--- src/rtl/pcileech_tlp_pkg.sv ---
// ----------------------------------------------------------------------------
// pcileech_tlp_pkg
// Shared types for the 128-bit TLP stream blocks in the clk_pcie domain.
//   tlp_port_t   : destination sink of a TLP (completion / memory / config / other)
//   beat_t       : one stream beat (data, DW keep, user, last)
//   tlp_classify : maps the Fmt/Type byte of DW0 to a destination sink
// ----------------------------------------------------------------------------
package pcileech_tlp_pkg;

    typedef enum logic [1:0] {
        PORT_CPL   = 2'd0,
        PORT_MEM   = 2'd1,
        PORT_CFG   = 2'd2,
        PORT_OTHER = 2'd3
    } tlp_port_t;

    typedef struct packed {
        logic [127:0] tdata;
        logic [3:0]   tkeepdw;
        logic [8:0]   tuser;
        logic         tlast;
    } beat_t;

    // fmt_type is tdata[31:24] of the first beat.
    function automatic tlp_port_t tlp_classify(input logic [7:0] fmt_type);
        tlp_port_t port;
        if (fmt_type[7:1] == 7'b0000101 || fmt_type[7:1] == 7'b0100101)
            port = PORT_CPL;
        // Fmt 000/001/010/011 with Type 00000: MRd/MWr, 3DW and 4DW headers.
        else if (fmt_type[7] == 1'b0 && fmt_type[4:0] == 5'b00000)
            port = PORT_MEM;
        else if (fmt_type[7:1] == 7'b0000010 || fmt_type[7:1] == 7'b0100010)
            port = PORT_CFG;
        else
            port = PORT_OTHER;
        return port;
    endfunction

endpackage

--- src/rtl/pcileech_tlps128_reg_slice.sv ---
// ----------------------------------------------------------------------------
// pcileech_tlps128_reg_slice
// One-deep valid/ready register for a TLP beat.
//   clk_pcie, rst : clock, synchronous active-high reset
//   load          : capture in_beat this cycle (caller only loads when space=1)
//   in_beat       : beat to capture
//   space         : slot is empty or is being drained this cycle
//   out_beat      : registered beat, stable while out_tvalid && !out_tready
//   out_tvalid    : registered beat present
//   out_tready    : sink accepts the registered beat
// ----------------------------------------------------------------------------
module pcileech_tlps128_reg_slice
    import pcileech_tlp_pkg::*;
(
    input  logic  clk_pcie,
    input  logic  rst,
    input  logic  load,
    input  beat_t in_beat,
    output logic  space,
    output beat_t out_beat,
    output logic  out_tvalid,
    input  logic  out_tready
);

    assign space = !out_tvalid || out_tready;

    always_ff @(posedge clk_pcie) begin
        if (rst)
            out_tvalid <= 1'b0;
        else if (load)
            out_tvalid <= 1'b1;
        else if (out_tready)
            out_tvalid <= 1'b0;
    end

    // Payload needs no reset; it is only observed while out_tvalid is set.
    always_ff @(posedge clk_pcie) begin
        if (load)
            out_beat <= in_beat;
    end

endmodule

--- src/rtl/pcileech_tlps128_route_demux.sv ---
// ----------------------------------------------------------------------------
// pcileech_tlps128_route_demux
// Packet-level 1-to-4 demux for 128-bit TLP streams. The first beat of each
// TLP is classified by Fmt/Type and the whole packet follows it to one sink:
// port 0 completions, 1 memory requests, 2 config requests, 3 everything else.
// Each port has a one-deep register slice; a full, stalled sink backpressures
// the input. Ports flagged in DROP_MASK accept and discard their packets.
//   clk_pcie, rst          : clock, synchronous active-high reset
//   in_t*                  : input stream (tuser[0] marks the first beat)
//   out_t*                 : four output streams, port n in slice [n*W +: W]
//   pkt_cnt                : per-port packets accepted (wrapping), port n in [n*CNT_W +: CNT_W]
//   err_cnt                : framing errors (saturating)
// ----------------------------------------------------------------------------
module pcileech_tlps128_route_demux
    import pcileech_tlp_pkg::*;
#(
    parameter logic [3:0] DROP_MASK = 4'b0000,
    parameter int         CNT_W     = 16
) (
    input  logic               clk_pcie,
    input  logic               rst,
    input  logic [127:0]       in_tdata,
    input  logic [3:0]         in_tkeepdw,
    input  logic [8:0]         in_tuser,
    input  logic               in_tlast,
    input  logic               in_tvalid,
    output logic               in_tready,
    output logic [511:0]       out_tdata,
    output logic [15:0]        out_tkeepdw,
    output logic [35:0]        out_tuser,
    output logic [3:0]         out_tlast,
    output logic [3:0]         out_tvalid,
    input  logic [3:0]         out_tready,
    output logic [4*CNT_W-1:0] pkt_cnt,
    output logic [CNT_W-1:0]   err_cnt
);

    typedef enum logic {
        S_IDLE = 1'b0,
        S_PKT  = 1'b1
    } state_t;

    localparam logic [CNT_W-1:0] CNT_ONE = {{(CNT_W-1){1'b0}}, 1'b1};
    localparam logic [CNT_W-1:0] CNT_MAX = {CNT_W{1'b1}};

    state_t           state, state_nxt;
    tlp_port_t        sel, sel_nxt;
    tlp_port_t        cls, tgt;
    logic [1:0]       tgt_idx;
    logic             first, in_pkt, fire, tgt_rdy;
    logic             err_evt, cnt_evt;
    logic [3:0]       load, space;
    beat_t            in_beat;
    beat_t            out_beat [4];
    logic [CNT_W-1:0] cnt [4];

    assign first   = in_tuser[0];
    assign cls     = tlp_classify(in_tdata[31:24]);
    assign in_beat = '{tdata: in_tdata, tkeepdw: in_tkeepdw, tuser: in_tuser, tlast: in_tlast};

    // A first beat always goes to its own classification, even mid-packet
    // (the restart case), so readiness is judged on that port rather than sel.
    always_comb begin
        tgt       = first ? cls : sel;
        tgt_idx   = tgt;
        tgt_rdy   = DROP_MASK[tgt_idx] || space[tgt_idx];
        in_pkt    = first || (state == S_PKT);
        in_tready = 1'b0;
        if (!rst) begin
            if (state == S_IDLE && !first)
                in_tready = 1'b1;   // orphan beat, swallowed
            else
                in_tready = tgt_rdy;
        end
        fire      = in_tvalid && in_tready;
        err_evt   = fire && (in_pkt ? (state == S_PKT && first) : 1'b1);
        cnt_evt   = fire && in_pkt && in_tlast;
        for (int i = 0; i < 4; i++)
            load[i] = fire && in_pkt && (tgt_idx == 2'(i)) && !DROP_MASK[i];
    end

    always_ff @(posedge clk_pcie) begin
        if (rst) begin
            state <= S_IDLE;
            sel   <= PORT_CPL;
        end else begin
            state <= state_nxt;
            sel   <= sel_nxt;
        end
    end

    always_comb begin
        state_nxt = state;
        sel_nxt   = sel;
        if (fire && in_pkt) begin
            sel_nxt   = tgt;
            state_nxt = in_tlast ? S_IDLE : S_PKT;
        end
    end

    always_ff @(posedge clk_pcie) begin
        if (rst) begin
            for (int i = 0; i < 4; i++)
                cnt[i] <= '0;
            err_cnt <= '0;
        end else begin
            if (cnt_evt)
                cnt[tgt_idx] <= cnt[tgt_idx] + CNT_ONE;
            if (err_evt && err_cnt != CNT_MAX)
                err_cnt <= err_cnt + CNT_ONE;
        end
    end

    for (genvar n = 0; n < 4; n++) begin : g_port
        pcileech_tlps128_reg_slice u_slice (
            .clk_pcie   (clk_pcie),
            .rst        (rst),
            .load       (load[n]),
            .in_beat    (in_beat),
            .space      (space[n]),
            .out_beat   (out_beat[n]),
            .out_tvalid (out_tvalid[n]),
            .out_tready (out_tready[n])
        );

        assign out_tdata[n*128 +: 128]     = out_beat[n].tdata;
        assign out_tkeepdw[n*4 +: 4]       = out_beat[n].tkeepdw;
        assign out_tuser[n*9 +: 9]         = out_beat[n].tuser;
        assign out_tlast[n]                = out_beat[n].tlast;
        assign pkt_cnt[n*CNT_W +: CNT_W]   = cnt[n];
    end

endmodule

--- config.mk ---
export PLATFORM = sky130hd
export DESIGN_NAME = pcileech_tlps128_route_demux
export DESIGN_NICKNAME = d
export VERILOG_FILES = /design/src/rtl/pcileech_tlp_pkg.sv /design/src/rtl/pcileech_tlps128_reg_slice.sv /design/src/rtl/pcileech_tlps128_route_demux.sv
export SDC_FILE = /design/constraint.sdc
export NUM_CORES = 1
export LEC_CHECK = 0
export BUFFER_PORTS_ARGS = -buffer_cell sky130_fd_sc_hd__buf_2
export CAP_MARGIN = 10
export CORE_AREA = 5 5 309 311
export DETAILED_ROUTE_END_ITERATION = 6
export DIE_AREA = 0 0 314 316
export GPL_ROUTABILITY_DRIVEN = 1
export PLACE_DENSITY_LB_ADDON = 0.12
export SYNTH_ARGS = -nofsm -noshare
export SYNTH_HDL_FRONTEND = slang
export SYNTH_HIERARCHICAL = 1
export SYNTH_SLANG_ARGS = --single-unit
--- constraint.sdc ---
create_clock -name clk_pcie -period 16 [get_ports clk_pcie]
set_clock_uncertainty 0.2 [all_clocks]
set_input_delay 0.8 -clock clk_pcie [delete_from_list [all_inputs] [get_ports clk_pcie]]
set_output_delay 0.8 -clock clk_pcie [all_outputs]
set_load 0.05 [all_outputs]
-- After elaboration in Yosys (flattened, before gate mapping)
Memory sizes are Yosys's and may differ from the RTL's.
Index checks and enable logic that the tools add are counted.
- add/subtract/negate cells: 2
- reductions and logical operators: 32
- eq/ne operators: 8
- bitwise operators: 2
- muxes and demuxes: 28
- magnitude comparators: 1
- operators with widths (kind ; number):
    $add A16 B1 Y16 const B ; 2
    $mux W1 ; 21
    $mux W16 ; 1
    $ne A16 B16 Y1 const B ; 1
    $reduce_or A16 Y1 ; 1
    $eq A7 B6 Y1 const B ; 2
    $logic_and A1 B1 Y1 ; 12
    $logic_or A1 B1 Y1 ; 8
    $mux W2 ; 4
    $reduce_bool A2 Y1 ; 4
    $eq A7 B2 Y1 const B ; 1
    $eq A7 B3 Y1 const B ; 1
    $logic_not A1 Y1 ; 5
    $logic_not A5 Y1 ; 1
    $bmux W1 S2 ; 2
    $eq A2 B2 Y1 const B ; 2
    $lt A2 B3 Y1 const B ; 1
    $eq A2 B1 Y1 const B ; 1
    $logic_not A2 Y1 ; 1
    $not A1 Y1 ; 2
- input port bits: 149
- logic and storage cells: 97
- bits in registers: 591
- bits in writable memories: 64
- memories: 1
- output and inout port bits: 653
- memories (name ; words ; width ; rd ports ; clocked after Yosys merged registers in ; wr ports ; line ; text):
    cnt ; 4 ; 16 ; 5 ; 0 ; 4 ; pcileech_tlps128_route_demux.sv:55 ; logic [CNT_W-1:0] cnt [4];

-- Longest topological paths before layout
Gate-level depths: netlist of the first run.
- word-level depth: 19
- mapped depth: 14
- mapped depth without buffers: 11

-- Hierarchy
The synthesis of the first run kept the hierarchy.
- modules (own cells, without submodules) (module ; sequential area each (µm²) ; cells an instance ; times used ; area each (µm²)):
    pcileech_tlps128_reg_slice ; 4284.1 ; 146 ; 4 ; 4310.4
    pcileech_tlps128_route_demux ; 2302.2 ; 457 ; 1 ; 4464.3

-- Worst setup path before layout of the first run
Ideal clock, no wire load.
- kind: in2reg
- start point: input in_tdata[28]
- end point: register g_port[0].u_slice.out_tvalid
- arrival time: 12427 ps
- path slack: 3282 ps
- buffers on the path: 3
- setup time: 92 ps
- stages: 9
- data required time: 15708 ps
- path through: nor4b_4 > o21a_4 > nor2_4 > buf_6 > buf_2 > buf_2 > nor3_1 > inv_1 > a21oi_2
- word-level cells in the longest chain between the ends: 15
- elaborated cells between the ends (all ways): 25
- classes of those cells: eq/ne (4); mux (11); reduce/logical (10)
- RTL lines (element ; line ; text):
    start: declaration ; pcileech_tlps128_route_demux.sv:22 ; input logic [127:0] in_tdata,
    $eq A7 B2 Y1 / $eq A7 B6 Y1 (equally long branches) ; pcileech_tlp_pkg.sv:32 ; else if (fmt_type[7:1] == 7'b0000010 || fmt_type[7:1] == 7'b0100010)
    $logic_or A1 B1 Y1 ; pcileech_tlp_pkg.sv:32 ;
    $mux W1 ; pcileech_tlp_pkg.sv:32 ;
    $mux W2 ; pcileech_tlp_pkg.sv:30 ; else if (fmt_type[7] == 1'b0 && fmt_type[4:0] == 5'b00000)
    $mux W2 (*) ; pcileech_tlp_pkg.sv:27 ; if (fmt_type[7:1] == 7'b0000101 || fmt_type[7:1] == 7'b0100101)
    $mux W2 (*) ; pcileech_tlps128_route_demux.sv:64 ; tgt = first ? cls : sel;
    $bmux W1 S2 ; pcileech_tlps128_route_demux.sv:66 ; tgt_rdy = DROP_MASK[tgt_idx] || space[tgt_idx];
    $mux W1 (not written as such) ; pcileech_tlps128_route_demux.sv:66 ;
    $logic_or A1 B1 Y1 ; pcileech_tlps128_route_demux.sv:66 ;
    $mux W1 ; pcileech_tlps128_route_demux.sv:70 ; if (state == S_IDLE && !first)
    $mux W1 ; pcileech_tlps128_route_demux.sv:69 ; if (!rst) begin
    $logic_and A1 B1 Y1 ; pcileech_tlps128_route_demux.sv:75 ; fire = in_tvalid && in_tready;
    $logic_and A1 B1 Y1 ; pcileech_tlps128_route_demux.sv:79 ; load[i] = fire && in_pkt && (tgt_idx == 2'(i)) && !DROP_MASK[i];
    $logic_and A1 B1 Y1 (*) ; pcileech_tlps128_route_demux.sv:79 ;
    named net load[0] ; pcileech_tlps128_route_demux.sv:52 ; logic [3:0] load, space;
    $mux W1 / $reduce_bool A2 Y1 (equally long branches) ; -- ;
    end signal: assignment ; pcileech_tlps128_reg_slice.sv:29 ; out_tvalid <= 1'b0;
    end signal: assignment ; pcileech_tlps128_reg_slice.sv:31 ; out_tvalid <= 1'b1;
    end signal: assignment ; pcileech_tlps128_reg_slice.sv:33 ; out_tvalid <= 1'b0;
    end: declaration ; pcileech_tlps128_reg_slice.sv:21 ; output logic out_tvalid,
The timed path passes the listed nets; every way through them passes the cells marked *. The select of a mux whose other input is x is not followed.
A chain may end at the register's enable or synchronous reset.

-- Final worst setup path of the first run
- start point: input in_tuser[0]
- end point: register g_port[3].u_slice/out_beat[128] (netlist name)
- word-level cells in the longest chain between the ends: 9
- elaborated cells between the ends (all ways): 15
- classes of those cells: eq/ne (1); mux (7); reduce/logical (7)
- RTL lines (element ; line ; text):
    start: declaration ; pcileech_tlps128_route_demux.sv:24 ; input logic [8:0] in_tuser,
    $mux W2 ; pcileech_tlps128_route_demux.sv:64 ;
    $bmux W1 S2 ; pcileech_tlps128_route_demux.sv:66 ;
    $mux W1 (not written as such) ; pcileech_tlps128_route_demux.sv:66 ;
    $logic_or A1 B1 Y1 ; pcileech_tlps128_route_demux.sv:66 ;
    $mux W1 ; pcileech_tlps128_route_demux.sv:70 ;
    $mux W1 ; pcileech_tlps128_route_demux.sv:69 ;
    $logic_and A1 B1 Y1 ; pcileech_tlps128_route_demux.sv:75 ;
    $logic_and A1 B1 Y1 ; pcileech_tlps128_route_demux.sv:79 ;
    $logic_and A1 B1 Y1 (*) ; pcileech_tlps128_route_demux.sv:79 ;
    named net load[3] ; pcileech_tlps128_route_demux.sv:52 ;
Marked as above.

==> results of run 1 <==
==> cells in the mapped netlist, types with 5 or more instances <==
cell type    n
edfxtp_1   632
nor2_1      84
nand2_1     69
dfxtp_1     23
nand3_1     19
a21oi_1     15
nor3_1      15
mux2i_1     14
inv_1       13
nand4_1     11
xor2_1      11
a31oi_1     10
buf_2       10
o21ai_0     10
xnor2_1     10
and3_1       8
clkbuf_1     6
or3_1        6
o21ai_1      5
==> power groups by stage <==
stage	combinational [mW]	sequential, mW	clock [mW]
floorplan	0.0438	2.01	0
global placement	0.185	1.95	0
detailed placement	0.187	1.95	0
CTS	0.188	1.91	1.77
global route	0.196	1.91	1.84
finish	0.185	1.91	1.72
==> per-stage QoR <==
stage	total power, mW	hold WS (ns)
final	3.819	0.1793
after global routing	3.953	0.1308
after CTS	3.874	0.1160
after detailed placement	2.137	0.2727
after global placement	2.136	0.2812
after floorplan	2.054	0.2437
==> metal layers <==
layer	vias up	share of wire	wire length, um	GRT usage
li1	5792	-	-	-
met1	6884	0.35	30030	0.1749
met2	640	0.54	47030	0.3103
met3	102	0.083	7183	0.05604
met4	10	0.026	2225	0.04903
met5	-	0.00080	69	0
==> logic make-up (layout without fill, tap and decap cells) <==
logic type      after synthesis  after routing
fa+ha+maj                     3              3
buf+inv                      31            965
flops                       655            655
compound gates               70             70
xor+xnor                     22             22
simple gates                243            243
mux                          17             17
other cells                   0              2
==> worst register-to-register path, stage by stage (launching register included) <==
cell	delay [ns]
dfxtp_1	0.33
nor2_1	0.42
a22o_1	0.34
nand2_1	0.12
a31o_2	0.31
nor3_2	0.86
buf_4	0.68
buf_4	0.67
==> worst max-delay path by stage <==
stage | start | end
6_report | in_tuser[0] | g_port[3].u_slice/out_beat[128]
5_1_grt | in_tuser[0] | g_port[3].u_slice/out_beat[128]
4_1_cts | in_tuser[0] | g_port[3].u_slice/out_beat[128]
3_5_place_dp | in_tuser[0] | g_port[3].u_slice/out_beat[79]
3_3_place_gp | in_tuser[0] | g_port[3].u_slice/out_beat[78]
2_1_floorplan | in_tdata[28] | g_port[0].u_slice/out_tvalid
==> registers in the layout (all words and copies together) (netlist names) <==
register and flops:
state 1, g_port.u_slice/out_tvalid 4, err_cnt 16, cnt 64, g_port.u_slice/out_beat 568, sel 2
==> cell type report <==
type	instances	area, um^2
fillers	9205	62750
flip-flops and latches	655	19440
repair buffers	815	4126
multi-input cells	355	2156
clock buffers	93	1997
well taps	1197	1498
clock inverters	44	473.0
inverters	13	48.80
diodes	2	5.005
==> impl_metrics.yaml, run 1 <==
yosys:
  synth-compound-area-share: 0.02340
  synth_top_area_frac: 0.8743
  ys_seq_area_frac: 0.8955
  synthXorXnorAreaFrac: 0.009223
  synth_area_mm2: 0.02171
  synth.mux.area_fraction: 0.009165
  syn_inst: 1041
  avgSynthCellArea_um2: 20.85
  synth_fa_ha_area_frac: 0.001729
  syn-num-nets: 1193
  synthTopCellsByArea: "edfxtp_1 (87%), dfxtp_1 (2.1%), nor2_1 (1.5%)"
  ys_warn_count: 6
  synth-async-reset-ratio: 0
  post_synth_and_or_nand_nor_area_fraction: 0.05465
  synthDistinctLibCells: 63
  synth_edf_count: 632
  ys_seq_elements: 655
  synth_area_leader_cell: "edfxtp_1"
  synth_top_flop_cell: "edfxtp_1"
  synth_top_family_by_area: "simple AND/OR/NAND/NOR gates"
route:
  drc: 0
  post_drt_wl_per_cell_um: 27.26
  drt-initial-drc-count: 1025
  drtAntennaViolNets: 0
  wirelength_mm: 86.54
  viasPerCell: 4.231
  drt-pass1-iter-count: 5
  vias: 13428
power:
  max-vdd-ir-drop_mv: 0.06808
  power_density_mw_per_mm2: 128.4
  internal_power_mw: 2.950
  power_frac_seq: 0.501
  p_sw_frac: 0.2277
  p_switching_mw: 0.8696
  clkPwrFrac: 0.450
  comb_power_share: 0.048
  cellLeakagePower_nw: 11.20
critical_path:
  critPathArrivalTime_ns: 4.45
  startpoint_type: "primary input"
  end_kind: "flop"
  crit_chain: "buf_2, nor4b_4, o21ai_4, a21boi_1, o21ai_1, a31o_2, nor3_2, buf_4, buf_4"
  crit_required_ns: 16.06
  ff2ff_path_depth: 7
  path_common_cell: "buf_4"
  reg2reg_from: "sel[0]"
  critPathMaxFanout: 41
  cp_num_buf_inv: 3
  path_delay_family: "buffers and inverters"
  max_stage_delay_ns: 0.86
  ff2ff_setup_slack_ns: 11.71
  cp.depth: 9
  slowest_stage: "nor3_2"
  path_class: "in -> reg"
  crit-reg2reg-capture: "g_port[3].u_slice/out_beat[128]"
worst_hold_path:
  whs_endpoint: "g_port[1].u_slice/out_beat[35]"
  hold_class: "in -> reg"
  hp-start: "in_tdata[21]"
  min_path_cells: 1
timing:
  slew_viol_final: 0
  setup_viol: 0
  fin_crit_sh: 0.2744
  rsz0062_at_grt: "false"
  layout_min_cycle_time_ns: 4.390
  worst_slew_pin_slew_ns: 1.126
  setup_tns_ns: 0
  setup_ws_ns: 11.61
  max_freq_mhz: 227.8
  hold_violations: 0
  slew_headroom: 0.2456
global_route:
  grt_pass1_wl_mm: 115.3
  grt_max_degree: 135
  antenna_found_initial: 9
  grt_pass1_vias: 13644
  grt_use_total: 0.1651
  grt_overflow: 0
placed_design:
  gp_congestion: 0.8098
  place_area_mm2: 0.02727
  placed_cells: 3035
  dp_slack_ns: 10.86
  io_buffer_count: 801
  place_hpwl_mm: 64.90
layout:
  fin_util: 0.3216
  fin_cells: 3174
  nets: 2068
  final_common_cell: "buf_2"
  area_growth_pct: 37.02
  layout_common_cells: "buf_2 (801), edfxtp_1 (632), nor2_1 (83)"
  final_area_mm2: 0.02974
  drive_gt1_frac: 0.4851
clock_network:
  cts_tree: "built"
  cts_inserted_buffers: 76
  cts_root_buf: "clkbuf_16"
  postCtsHoldBufs: 0
  htree_levels: 3
  cts_sinks: 655
  clk_latency_ns: 0.64
  cts_buffer_depth: 3
  cts_post_setup_buffers_inserted: 0
  path_clk_slew_ns: 0.06
  ctsResizeCount: 0
die:
  dieArea_mm2: 0.09922
  io_pins: 802
  initial_core_util: 0.2347
  fp.dieH_um: 316
  rows: 112
  die_w_um: 314
  fp.coreArea_mm2: 0.09249
status:
  status: "finished clean"
job:
  maxCapViolations: 0
No activity file was read; power rests on OpenSTA's default activity.
==> run 2, diff against run 1 <==
==> constraint.sdc (replaced) <==
create_clock -name clk_pcie -period 4.07 [get_ports clk_pcie]
set_clock_uncertainty 0.2 [all_clocks]
set_input_delay 0.2035 -clock clk_pcie [delete_from_list [all_inputs] [get_ports clk_pcie]]
set_output_delay 0.2035 -clock clk_pcie [all_outputs]
set_load 0.05 [all_outputs]
==> run 2 against run 1 <==
Net effect: final area rose by 5.7%; flip-flop and latch count did not move; first-iteration DRC count fell by 2.1%; critical endpoint is now g_port[0].u_slice/out_tvalid; largest cell class unchanged; core utilization rose by 1.8 points.
==> impl_metrics.yaml, run 2 (synthesis gave the netlist of run 1 again) <==
critical_path:
  crit-reg2reg-capture: "g_port[0].u_slice/out_tvalid"
  cp-startpoint: "in_tdata[26]"
  crit_required_ns: 4.43
  critPathArrivalTime_ns: 4.13
  startpoint_type: "primary input"
  crit_end: "g_port[0].u_slice/out_tvalid"
  reg2reg_from: "sel[0]"
  path_class: "in -> reg"
  ff2ff_setup_slack_ns: 0.64
  critPathMaxFanout: 31
  end_kind: "flop"
  ff2ff_path_depth: 11
status:
  status: "finished clean"
placed_design:
  dp_slack_ns: 0.5268
  gp_congestion: 0.8203
  io_buffer_count: 801
  place_hpwl_mm: 64.64
clock_network:
  clk_latency_ns: 0.62
  cts_buffer_depth: 3
  cts_tree: "built"
  postCtsHoldBufs: 153
  cts_post_setup_buffers_inserted: 0
  ctsResizeCount: 0
  cts_sinks: 655
  cts_root_buf: "clkbuf_16"
  htree_levels: 3
  cts_inserted_buffers: 73
  path_clk_slew_ns: 0.06
job:
  maxCapViolations: 0
global_route:
  grt_pass1_wl_mm: 114.0
  grt_max_degree: 79
  grt_pass1_vias: 14297
  antenna_found_initial: 3
  grt_use_total: 0.1616
  grt_overflow: 0
timing:
  fin_crit_sh: 0.9259
  setup_viol: 0
  hold_slack_ns: 0.1453
  hold_violations: 0
  max_freq_mhz: 265.4
  slew_viol_final: 0
  worst_slew_pin_slew_ns: 0.7602
  slew_headroom: 0.4917
  setup_ws_ns: 0.3016
  rsz0062_at_grt: "false"
  layout_min_cycle_time_ns: 3.768
die:
  fp.dieH_um: 316
  fp.coreArea_mm2: 0.09249
  dieArea_mm2: 0.09922
  die_w_um: 314
  initial_core_util: 0.2347
  io_pins: 802
  rows: 112
layout:
  reg_top3: "g_port.u_slice/out_beat (568), cnt (64), err_cnt (16)"
  layout_common_cells: "buf_2 (801), edfxtp_1 (632), dlygate4sd3_1 (153)"
  area_growth_pct: 44.80
  top_register: "g_port.u_slice/out_beat"
  fin_util: 0.3398
  nets: 2237
  final_common_cell: "buf_2"
  drive_gt1_frac: 0.4592
  nFillCells: 9001
  largest_reg_flops: 568
route:
  wirelength_mm: 84.83
  drt-initial-drc-count: 1003
  vias: 13924
  post_drt_wl_per_cell_um: 25.37
  viasPerCell: 4.164
  drt-pass1-iter-count: 6
  drtAntennaViolNets: 0
  drc: 0
power:
  power_density_mw_per_mm2: 469.8
  cellLeakagePower_nw: 11.90
  p_total_mw: 14.76
  max-vdd-ir-drop_mv: 0.2411
worst_hold_path:
  hold_class: "in -> reg"
==> run 2: cell count changes in the layout (fill, tap and decap cells not counted), sizes merged <==
cell and delta:
inv +1, dlygate4sd3 +153, buf +19, bufinv -2, clkinvlp +4, diode +2, clkbuf -7
==> run 2: critical path, cell delays in order <==
cell	delay, ns
dlygate4sd3_1	0.51
buf_2	0.25
and3b_1	0.26
o21a_4	0.27
nor2_4	0.16
buf_4	0.41
nand3_1	0.20
a31o_4	0.33
nor3_4	0.22
buf_12	0.26
buf_4	0.29
inv_1	0.08
a21oi_2	0.11
dlygate4sd3_1	0.55
==> run 2: per-stage QoR <==
stage	setup TNS [ns]	std cells	cell area [um^2]
after floorplan	-525.82	1041	21790
after global placement	0	3054	27570
after detailed placement	0	3054	27570
after CTS	0	3340	31420
after global routing	0	3342	31430
final	0	3344	31430
==> run 2: cell type report <==
class	count	area, um^2	area share
repair buffers	987	5913	0.1881
clock inverters	47	419.2	0.01334
well taps	1197	1498	0.04765
clock buffers	86	1897	0.06035
inverters	13	48.80	0.001553
diodes	4	10.01	0.0003185
flip-flops and latches	655	19440	0.6185
multi-input cells	355	2206	0.07018
==> run 2: where the power goes <==
part / switching, mW / internal (mW) / total [mW]
Sequential: 0.0435 / 7.47 / 7.51
Combinational: 0.608 / 0.266 / 0.874
Clock: 2.70 / 3.68 / 6.38
Total: 3.35 / 11.4 / 14.8
==> run 2: per-layer routing <==
metal  wire [um]  up-vias  track usage
li1            -     6151            -
met1       30000     7091       0.1714
met5           0        -            0
met3        5715      122      0.04542
met2       45960      560       0.3025
met4        3151        0      0.06457
==> run 2: how the worst min path moves through the flow <==
stage | start | slack (ns) | depth (start not counted) | to
after global placement | in_tdata[86] | 0.22 | 1 | g_port[2].u_slice/out_beat[100]
after CTS | in_tdata[88] | 0.07 | 2 | g_port[2].u_slice/out_beat[102]
after detailed placement | in_tdata[113] | 0.22 | 1 | g_port[0].u_slice/out_beat[127]
final | in_tdata[122] | 0.15 | 2 | g_port[2].u_slice/out_beat[136]
after floorplan | rst | 0.07 | 1 | g_port[0].u_slice/out_tvalid
after global routing | in_tdata[19] | 0.11 | 2 | g_port[2].u_slice/out_beat[33]
